$ cat src/rtl/riscv_pkg.sv
// Shared fetch-stage definitions: NOP encoding, default reset PC and the
// {pc, instr} entry carried through the fetch skid buffer.
package riscv_pkg;

    localparam logic [31:0] NOP_INSTR        = 32'h0000_0013;
    localparam logic [31:0] DEFAULT_RESET_PC = 32'h0000_0000;

    typedef struct packed {
        logic [31:0] pc;
        logic [31:0] instr;
    } fetch_entry_t;

endpackage

$ cat src/rtl/fetch_fifo.sv
// Small skid FIFO of fetch entries with synchronous flush; flush wins over
// push and pop in the same cycle.
module fetch_fifo
    import riscv_pkg::*;
#(
    parameter int DEPTH = 2
) (
    input  logic                       clk,
    input  logic                       rst_n,
    input  logic                       push_i,
    input  logic                       pop_i,
    input  logic                       flush_i,
    input  fetch_entry_t               wdata_i,
    output logic                       full_o,
    output logic                       empty_o,
    output fetch_entry_t               head_o,
    output logic [$clog2(DEPTH):0]     count_o
);

    localparam int PW = $clog2(DEPTH);
    localparam int CW = PW + 1;

    fetch_entry_t  mem_q [DEPTH];
    logic [PW-1:0] rd_ptr_q, rd_ptr_d;
    logic [PW-1:0] wr_ptr_q, wr_ptr_d;
    logic [CW-1:0] count_q, count_d;
    logic          do_push;
    logic          do_pop;

    function automatic logic [PW-1:0] ptr_inc(input logic [PW-1:0] p);
        return (p == PW'(DEPTH - 1)) ? '0 : p + PW'(1);
    endfunction

    assign do_push = push_i && !flush_i;
    assign do_pop  = pop_i && !flush_i && (count_q != '0);

    always_comb begin
        rd_ptr_d = rd_ptr_q;
        wr_ptr_d = wr_ptr_q;
        count_d  = count_q;
        if (flush_i) begin
            rd_ptr_d = '0;
            wr_ptr_d = '0;
            count_d  = '0;
        end else begin
            if (do_push) wr_ptr_d = ptr_inc(wr_ptr_q);
            if (do_pop)  rd_ptr_d = ptr_inc(rd_ptr_q);
            case ({do_push, do_pop})
                2'b10:   count_d = count_q + CW'(1);
                2'b01:   count_d = count_q - CW'(1);
                default: count_d = count_q;
            endcase
        end
    end

    always_ff @(posedge clk or negedge rst_n) begin
        if (!rst_n) begin
            rd_ptr_q <= '0;
            wr_ptr_q <= '0;
            count_q  <= '0;
        end else begin
            rd_ptr_q <= rd_ptr_d;
            wr_ptr_q <= wr_ptr_d;
            count_q  <= count_d;
        end
    end

    // Storage needs no reset: the head is masked by the owner while empty.
    always_ff @(posedge clk) begin
        if (do_push) mem_q[wr_ptr_q] <= wdata_i;
    end

    assign full_o  = (count_q == CW'(DEPTH));
    assign empty_o = (count_q == '0);
    assign head_o  = mem_q[rd_ptr_q];
    assign count_o = count_q;

endmodule

$ cat src/rtl/fetch_unit.sv
// Instruction fetch: owns the PC, reads a combinational imem and queues
// {pc, instr} pairs toward decode; redirects reload the PC and flush the queue.
module fetch_unit
    import riscv_pkg::*;
#(
    parameter logic [31:0] RESET_PC  = DEFAULT_RESET_PC,
    parameter int          BUF_DEPTH = 2
) (
    input  logic        clk,
    input  logic        rst_n,
    output logic [31:0] imem_addr,
    input  logic [31:0] imem_instr,
    input  logic        redirect_valid,
    input  logic [31:0] redirect_pc,
    output logic        out_valid,
    output logic [31:0] out_instr,
    output logic [31:0] out_pc,
    input  logic        out_ready
);

    localparam int CW = $clog2(BUF_DEPTH) + 1;

    logic [31:0]   pc_q, pc_d;
    logic [31:0]   redirect_target;
    logic          push;
    logic          pop;
    logic          fifo_full;
    logic          fifo_empty;
    logic [CW-1:0] fifo_count;
    fetch_entry_t  wr_entry;
    fetch_entry_t  head;

    // Stream to decode: a word transfers on a cycle where out_valid and
    // out_ready are both high; out_valid never depends on out_ready, and a
    // transfer coinciding with redirect_valid is dead on both sides.
    assign pop  = out_valid && out_ready;
    assign push = !redirect_valid && (!fifo_full || pop);

    assign redirect_target = redirect_pc & ~32'h0000_0003;
    assign wr_entry        = '{pc: pc_q, instr: imem_instr};

    always_comb begin
        pc_d = pc_q;
        if (redirect_valid) pc_d = redirect_target;
        else if (push)      pc_d = pc_q + 32'd4;
    end

    always_ff @(posedge clk or negedge rst_n) begin
        if (!rst_n) pc_q <= RESET_PC;
        else        pc_q <= pc_d;
    end

    fetch_fifo #(
        .DEPTH (BUF_DEPTH)
    ) u_fifo (
        .clk     (clk),
        .rst_n   (rst_n),
        .push_i  (push),
        .pop_i   (pop),
        .flush_i (redirect_valid),
        .wdata_i (wr_entry),
        .full_o  (fifo_full),
        .empty_o (fifo_empty),
        .head_o  (head),
        .count_o (fifo_count)
    );

    assign imem_addr = pc_q;
    assign out_valid = !fifo_empty;
    assign out_instr = fifo_empty ? NOP_INSTR : head.instr;
    assign out_pc    = fifo_empty ? RESET_PC  : head.pc;

endmodule

$ cat config.mk
export PLATFORM = sky130hd
export DESIGN_NAME = fetch_unit
export DESIGN_NICKNAME = d
export VERILOG_FILES = /design/src/rtl/riscv_pkg.sv /design/src/rtl/fetch_fifo.sv /design/src/rtl/fetch_unit.sv
export SDC_FILE = /design/constraint.sdc
export NUM_CORES = 1
export LEC_CHECK = 0
export ABC_CLOCK_PERIOD_IN_PS = 8250
export BUFFER_PORTS_ARGS = -buffer_cell sky130_fd_sc_hd__buf_4
export CORE_MARGIN = 2
export CORE_UTILIZATION = 35
export CTS_BUF_LIST = sky130_fd_sc_hd__clkbuf_4 sky130_fd_sc_hd__clkbuf_8
export CTS_CLUSTER_DIAMETER = 40
export DETAILED_ROUTE_END_ITERATION = 12
export GPL_TIMING_DRIVEN = 0
export SYNTH_ARGS = -nofsm -noshare
export SYNTH_HDL_FRONTEND = slang
export SYNTH_SLANG_ARGS = --single-unit
$ cat constraint.sdc
create_clock -name clk -period 8.25 [get_ports clk]
set_input_delay 1.2375 -clock clk [delete_from_list [all_inputs] [get_ports clk]]
set_output_delay 1.2375 -clock clk [all_outputs]
set_load 0.01 [all_outputs]
# == Word-level counts from Yosys, hierarchy flattened ==
# Memories as Yosys holds them, arrays and structs flattened.
# Cells that the tools add are included.
# op_classes
reduce_logical,15
add_sub_neg,5
eq_ne,3
n_mux,14
# ops
cell,count
2-to-1 mux 32 bit,4
adder 32 x 3 -> 32 bit (second input constant),1
2-to-1 mux 1 bit,8
nonzero test 2 bit,4
logical AND 1 bit,5
equality test 2 bit (second input constant),2
case mux 2 bit (2 select lines),1
zero test 1 bit,3
nonzero test 3 bit,1
adder 1 bit (second input constant),2
adder 2 x 1 -> 2 bit (second input constant),1
equality test 2 x 1 -> 1 bit (second input constant),1
zero test 2 bit,1
2-to-1 mux 2 bit,1
subtractor 2 x 1 -> 2 bit (second input constant),1
logical OR 1 bit,1
# totals
n_memories,1
ram_bits,128
inputBits,68
wordCells,42
ff_bits,36
# memory_table
name,depth,width,rd,rd_ports_with_merged_regs,write_ports,line_no,source
u_fifo.mem_q,2,64,1,0,1,fetch_fifo.sv:23,fetch_entry_t mem_q [DEPTH];

# == Longest topological paths before layout ==
# Gate-level depths: netlist of the first run.
# depth
ltp_word,9
mapped_depth,6
mapped_depth_nobuf,6

# == Cells and area by module ==
# Synthesis of the first run repeated with hierarchy kept, for this count alone.
# unflattened
cells_unflattened,527
area_unflattened_um2,7395.8
# by_module_without_submodules
module,cells_each,n_inst,area_per_inst_um2
fetch_fifo,223,1,5046.1
fetch_unit,304,1,2349.8

# == Least setup slack after synthesis of the first run ==
# OpenSTA, ideal clock, no wires.
# synth_path
path_kind,input to register
start,in redirect_valid
end,mem u_fifo.mem_q[1][0] (netlist bit) (enable)
arrival_ps,6197
n_path_buf,2
setup_slack_ps,1482
stages,3
setup_ps,571
cell_sequence,clkbuf_1 -> clkbuf_1 -> nor3b_1
# synth_between
elab_chain_cells,5
# synth_rtl
element,line_no,source
"start, declared",fetch_unit.sv:13,"input logic redirect_valid,"
zero test 1 bit (*),"fetch_fifo.sv:34, fetch_unit.sv:37",
logical AND 1 bit,fetch_unit.sv:37,assign push = !redirect_valid && (!fifo_full || pop);
logical AND 1 bit (*),fetch_fifo.sv:34,assign do_push = push_i && !flush_i;
2-to-1 mux 1 bit (*),fetch_fifo.sv:70,if (do_push) mem_q[wr_ptr_q] <= wdata_i;
2-to-1 mux 1 bit (implied by the code) (*),fetch_fifo.sv:70,
"end, declared",fetch_fifo.sv:23,
# Every way passes the cells marked *; elsewhere a longest branch is shown, timed or not.

# == Worst setup path after layout of the first run ==
# layout_path
start,"reg u_fifo.count_q[1], in the netlist u_fifo.count_o[1]"
end,out out_pc[19]
# layout_between
elab_chain_cells,2
# layout_rtl
element,line_no,source
"start, declared",fetch_fifo.sv:26,"logic [CW-1:0] count_q, count_d;"
"start signal, assigned",fetch_fifo.sv:64,count_q <= count_d;
zero test 2 bit,fetch_fifo.sv:74,assign empty_o = (count_q == '0);
2-to-1 mux 32 bit,fetch_unit.sv:71,assign out_pc = fifo_empty ? RESET_PC : head.pc;
"end, declared",fetch_unit.sv:17,"output logic [31:0] out_pc,"
# No other way between the ends.

==> results of run 1 <==
-- layer usage --
layer	wire length, um	vias to the layer above	GRT usage
met3	868	12	0.0441
met2	7420	142	0.253
met1	7070	2106	0.217
li1	-	2059	-
met5	0	-	0
met4	101	0	0.0458
-- cell type report --
cell class,count,area share
flip-flops and latches,158,0.537
multi-input cells,286,0.216
repair buffers,169,0.155
well taps,229,0.0337
clock buffers,19,0.0292
clock inverters,12,0.0141
plain buffers,26,0.0134
inverters,3,0.00132
-- cells by family after synthesis --
logic type / after synthesis / synth area share
buffers and inverters: 29 / 0.0192
and+or+nand+nor: 155 / 0.113
adders and majority gates: 1 / 0.00192
xor gates and xnor gates: 31 / 0.0416
other: 1 / 0.000575
AOI/OAI and AO/OA: 31 / 0.0240
muxes: 64 / 0.0984
DFF: 158 / 0.702
-- power breakdown --
group          internal, mW  switching [mW]
sequential            0.932          0.0406
combinational         0.162           0.183
clock                 0.271           0.276
total                  1.37           0.500
-- cell usage after synthesis (all sizes together), types with 2 or more instances --
cell type  number
nand2          44
nand4           9
edfxtp        124
and3            3
clkbuf         20
xnor2           7
nor4            3
nor2           68
nand4b          2
dfrtp          34
xor2           24
mux2i          63
and4            3
nor3            3
inv             3
buf             6
nand3          12
o21ai          29
nor3b           3
nor2b           2
-- metrics by stage --
stage | setup WS [ns] | util
6_report | 4.53 | 0.469
3_3_place_gp | -1.64 | 0.441
5_1_grt | 4.28 | 0.469
3_5_place_dp | 4.94 | 0.449
2_1_floorplan | 1.48 | -
4_1_cts | 4.43 | 0.469
-- path summary, 6_finish.rpt --
| path | to | slack (ns) | cells after the start |
|---|---|---|---|
| max | out_pc[19] | 4.53 | 5 |
| min | u_fifo.mem_q[0][63]$_DFFE_PP_ | 0.55 | 0 |
| max reg2reg | imem_addr[31]$_DFFE_PN0P_ | 6.02 | 5 |
| min reg2reg | u_fifo.mem_q[0][63]$_DFFE_PP_ | 0.55 | 0 |
| max in group asynchronous | u_fifo.wr_ptr_q$_DFFE_PN0P_ | 7.16 | 1 |
| min in group asynchronous | imem_addr[12]$_DFFE_PN0P_ | 0.75 | 1 |
-- sequential cells by signal, indices dropped and copies added, names as in the netlist --
| signal | cells |
|---|---|
| imem_addr | 30 |
| u_fifo.count_o | 2 |
| u_fifo.mem_q | 124 |
| u_fifo.rd_ptr_q | 1 |
| u_fifo.wr_ptr_q | 1 |
==> metrics.md, run 1 <==
| Metric | Value |
|---|---|
| Avg Cell Area, Syn | 13.9 um2 |
| Max-slew violations | 0 |
| Status | finished, final reports clean |
| RSZ-0062 raised after global routing | no |
| Die width | 140 um |
| RD Place Congestion | 0.786 |
| Worst path max stage delay | 0.47 ns |
| Cell Pwr Density | 219 nW/um2 |
| DP HPWL | roughly 11000 um |
| Final Power | roughly 1.9 mW |
| CTS tree | done |
| First-pass GRT wire length | between 20000 and 25000 um |
| Worst-path clk slew | 0.08 ns |
| Hold_buf cts | 0 |
| Final std cells w/o fill | 902 |
| Clock Tree Root | clkbuf_8 |
| Filler cells | 1677 |
| Post-Syn Instances | 470 |
| Vias/cell | 4.79 |
| Nets | 730 |
| Cell count after placement | 871 |
| Seq cells post-synth | 158 |
| Number of global-route vias before repair | 4361 |
| Clock buffer depth | 2 |
| Setup TNS | 0 ns |
| Leakage Power | 3.30 nW |
| Critical path class | flop to primary output |
| WL/cell | between 15 and 20 um |
| Hold path start | imem_addr[31]$_DFFE_PN0P_ |
| Peak supply drop | 0.0000909 V |
| Antenna diodes | 0 |
| Top_reg_cell synth | edfxtp_1 |
| Critical Path Sink Type | primary output |
| Total of max-cap violations | 0 |
| Synth top area share | 0.571 |
| Unique masters post-synth | 36 |
| Hold slack | 0.551 ns |
| Final setup fails | 0 |
| Largest area contributor in the netlist | edfxtp_1 |
| Synth Cell Area | 6520 um2 |
| Total gr overflow | 0 |
| Final instance area | approximately 8500 um2 |
| Post-CTS setup buffer count | 0 |
| CP Cell Sequence | nor2_1 -> clkbuf_1 -> buf_1 -> nor2_1 -> buf_4 |
| Crit path max-delay family | buffers and inverters |
| Worst Max-Slew Pin Slew | between 0.8 and 0.9 ns |
| Area post-placement | 8150 um2 |
| Pin count of the biggest net entering global routing | 35 |
| Worst Skew | 0.0116 ns |
| Boundary Pins | 165 |
| Critical Path Most Common Cell | nor2_1 |
| Initial Utilization | 0.359 |
| Share of layout cells above drive strength 1 | 0.314 |
| Worst setup path start | u_fifo.count_o[1]$_DFFE_PN0P_ |
| Final min period | approximately 3.7 ns |
| Crit path required time | between 7 and 8 ns |
| Reg2Reg Launch Point | imem_addr[2]$_DFFE_PN0P_ |
| Leading cell type in the layout, fill and taps excluded | buf_4 |
| Hold Crit Class | flop to flop |
| Fin. Hold Viols | 0 |
| TritonCTS buffer count | 17 |
| Initial DRC count | 199 |
| PortBufs | 157 |
| Highest fanout seen on the critical path | 10 |
| Fin crit share | 0.451 |
| Area Growth Syn to Fin | 30.6% |
| Ys async rst share | 0.215 |
| Vias post-DR | 4319 |
| Post-synth EDFFs | between 100 and 150 |
| Register area share after synthesis | 0.702 |
| Die height | 140 um |
| Core area | 18100 um2 |
| PostCTS Resize Cnt | 0 |
| Final WL | roughly 15000 um |
| Synth area leaders | edfxtp_1, dfrtp_1, mux2i_1 |
| Most frequent cells in the layout | buf_4, edfxtp_1, nor2_1, mux2i_1, nand2_1 |
| Syn. warnings | 0 |
| Std-Cell Rows | 49 |
| Multi-input logic area | 1840 um2 |
| Slowest CP cell | nor2_1 |
| Antenna violations before repair | 0 |
| Clk_lat worst skew | 0.45 ns |
| Max Freq | 0.269 GHz |
| Die Area | approximately 20000 um2 |
| Crit path DAT | 2.48 ns |
| Sequential cell area | 4570 um2 |
| DRC | 0 |
| Relative slew slack | 0.406 |
| DR pass1 iterations | 8 |
| WP buf/inv | 3 |
| CP startpoint kind | flop |
| GRT Util Overall | 0.160 |
| H-tree levels | 4 |
| Clk sinks | 158 |
| Final ANT Viol Nets | 0 |
(Power assumes the default switching activity.)
==> run 2, diff against run 1 <==
Settings changed: ABC_CLOCK_PERIOD_IN_PS 8250 to 3300.
Clock period 8.25 ns to 3.3 ns, I/O delays scaled along.
==> metrics.md, run 2 (synthesis results as in run 1) <==
| Metric | Value |
|---|---|
| Status | finished, final reports clean |
| Cell Pwr Density | 556 nW/um2 (+150%) |
| Std-Cell Rows | 49 (unchanged) |
| CTS tree | done |
| Crit path DAT | 2.57 ns (+0.09 ns) |
| Peak supply drop | 0.000231 V (+150%) |
| Antenna diodes | 0 (unchanged) |
| PortBufs | 157 (unchanged) |
| Max reg flops | 124 (unchanged) |
| Highest fanout seen on the critical path | 10 (unchanged) |
| Critical path class | flop to primary output |
| CP startpoint kind | flop |
| Vias post-DR | 4294 (-0.58%) |
| Final Power | 4.80 mW (+160%) |
| Hold Crit Class | primary input to flop |
| First-pass GRT wire length | 23800 um (-0.23%) |
| Leading cell type in the layout, fill and taps excluded | buf_4 |
| Fin crit share | 0.930 |
| Antenna violations before repair | 0 (unchanged) |
| Clock Tree Root | clkbuf_8 |
| FF-to-FF setup slack | 1.05 ns (-4.97 ns) |
| Final instance area | 8630 um2 (+1.3%) |
| Final ANT Viol Nets | 0 (unchanged) |
| Max-slew violations | 0 (unchanged) |
| Most frequent cells in the layout | buf_4, edfxtp_1, nor2_1, mux2i_1, nand2_1 |
| Die width | 140 um (unchanged) |
| Share of layout cells above drive strength 1 | 0.311 (-0.00205) |
| RD Place Congestion | 0.732 (-6.9%) |
| H-tree levels | 4 (unchanged) |
| Final WL | 15300 um (-1.3%) |
| DP HPWL | 10900 um (-1.7%) |
| Max Freq | roughly 0.33 GHz |
| Combinational power share | 0.184 (about the same) |
| Worst setup path start | u_fifo.count_o[1]$_DFFE_PN0P_ |
| Post-CTS setup buffer count | 0 (unchanged) |
| Place WS | 0.676 ns (-4.27 ns) |
| Pin count of the biggest net entering global routing | 35 (unchanged) |
| Worst Max-Slew Pin Slew | 0.882 ns (-0.00260 ns) |
| Clk_lat worst skew | 0.45 ns (about the same) |
| Switching part of the total | 0.267 (-0.000877) |
| Vias/cell | 4.77 (-0.36%) |
| Die Area | 19700 um2 (unchanged) |
| Pint | 3.52 mW (+160%) |
| Clk sinks | 158 (unchanged) |
| Worst-path clk slew | 0.09 ns (about the same) |
| Area post-placement | 8200 um2 (+0.69%) |
| Initial Utilization | 0.359 (unchanged) |
| Clk pwr share | 0.310 (+0.016) |
| WL/cell | 17.0 um (-1.0%) |
| DR pass1 iterations | 4 (-4) |
| Boundary Pins | 165 (unchanged) |
| Hold path start | imem_instr[0] |
| Die height | 140 um (unchanged) |
| Initial DRC count | 176 (-12%) |
| Number of global-route vias before repair | 4512 (+3.5%) |
| Fin. Hold Viols | 0 (unchanged) |
| Most flops, register | u_fifo.mem_q |
| Nets | 727 (-0.41%) |
| RSZ-0062 raised after global routing | no |
| GRT Util Overall | 0.158 (-0.00194) |
| Worst Skew | 0.0155 ns (+0.00391 ns) |
| NetSw | 1.28 mW (+160%) |
| Reg2Reg Launch Point | u_fifo.count_o[1]$_DFFE_PN0P_ |
| Sequential share of power | 0.507 (-0.015) |
| Core area | 18100 um2 (unchanged) |
| TritonCTS buffer count | 17 (unchanged) |
| Total gr overflow | 0 (unchanged) |
| Final min period | between 3 and 4 ns |
| Critical Path Sink Type | primary output |
| Crit path required time | 2.80 ns (-4.21 ns) |
| Clock buffer depth | 2 (unchanged) |
| DRC | 0 (unchanged) |
| Final setup fails | 0 (unchanged) |
| Leakage Power | 3.33 nW (+0.82%) |
| Area Growth Syn to Fin | 32.3% |
| Relative slew slack | 0.407 (+0.00175) |
| Setup ws final | 0.232 ns (-4.30 ns) |
| Total of max-cap violations | 0 (unchanged) |
## run 2: routing by layer
metal,global-route usage,vias to the layer above,share of wire
met3,0.0366,14,0.050
met1,0.207,2088,0.45
met2,0.260,137,0.49
met5,0,-,0
met4,0.0547,0,0.013
li1,-,2055,-
## run 2: metrics by stage
step           hold slack, ns  TNS (ns)  std cells  utilization
2_1_floorplan           0.199         0        473            -
3_3_place_gp            0.482   -111.93        859        0.442
3_5_place_dp            0.485         0        867        0.452
4_1_cts                 0.185         0        900        0.475
5_1_grt                 0.185         0        900        0.475
6_report                0.230         0        900        0.475
## run 2: critical path, stage by stage (launching register included)
cell and delay, ns:
dfrtp_1 0.41, nor2_1 0.55, clkbuf_1 0.45, buf_1 0.43, nor2_1 0.12, buf_4 0.16
## run 2: timing repair
item | 4_1_cts | 5_1_grt
hold buffers | 1 | 0
resized for setup | 0 | 0
endpoints found under the hold margin | 34 | 0
## run 2: power groups by stage
stage                     logic (mW)  registers, mW  clock network, mW
after floorplan                0.419           2.47                  0
after detailed placement       0.896           2.48                  0
after global routing           0.964           2.45               1.61
after global placement         0.840           2.48                  0
after CTS                      0.901           2.43               1.53
final                          0.882           2.43               1.49
## run 2: area by class of cell
cell class | count | area (um2)
plain buffers | 26 | 114
clock inverters | 13 | 165
multi-input cells | 286 | 1850
clock buffers | 19 | 249
well taps | 229 | 287
fillers | 1648 | 9520
inverters | 3 | 11.3
repair buffers | 166 | 1370
flip-flops and latches | 158 | 4570
## run 2: worst paths after layout
path	endpoint	cells after the start
max	out_pc[26]	5
min	u_fifo.mem_q[0][0]$_DFFE_PP_	1
max reg2reg	u_fifo.mem_q[1][52]$_DFFE_PP_	5
min reg2reg	u_fifo.mem_q[1][63]$_DFFE_PP_	0
max in group asynchronous	imem_addr[17]$_DFFE_PN0P_	2
min in group asynchronous	imem_addr[8]$_DFFE_PN0P_	2
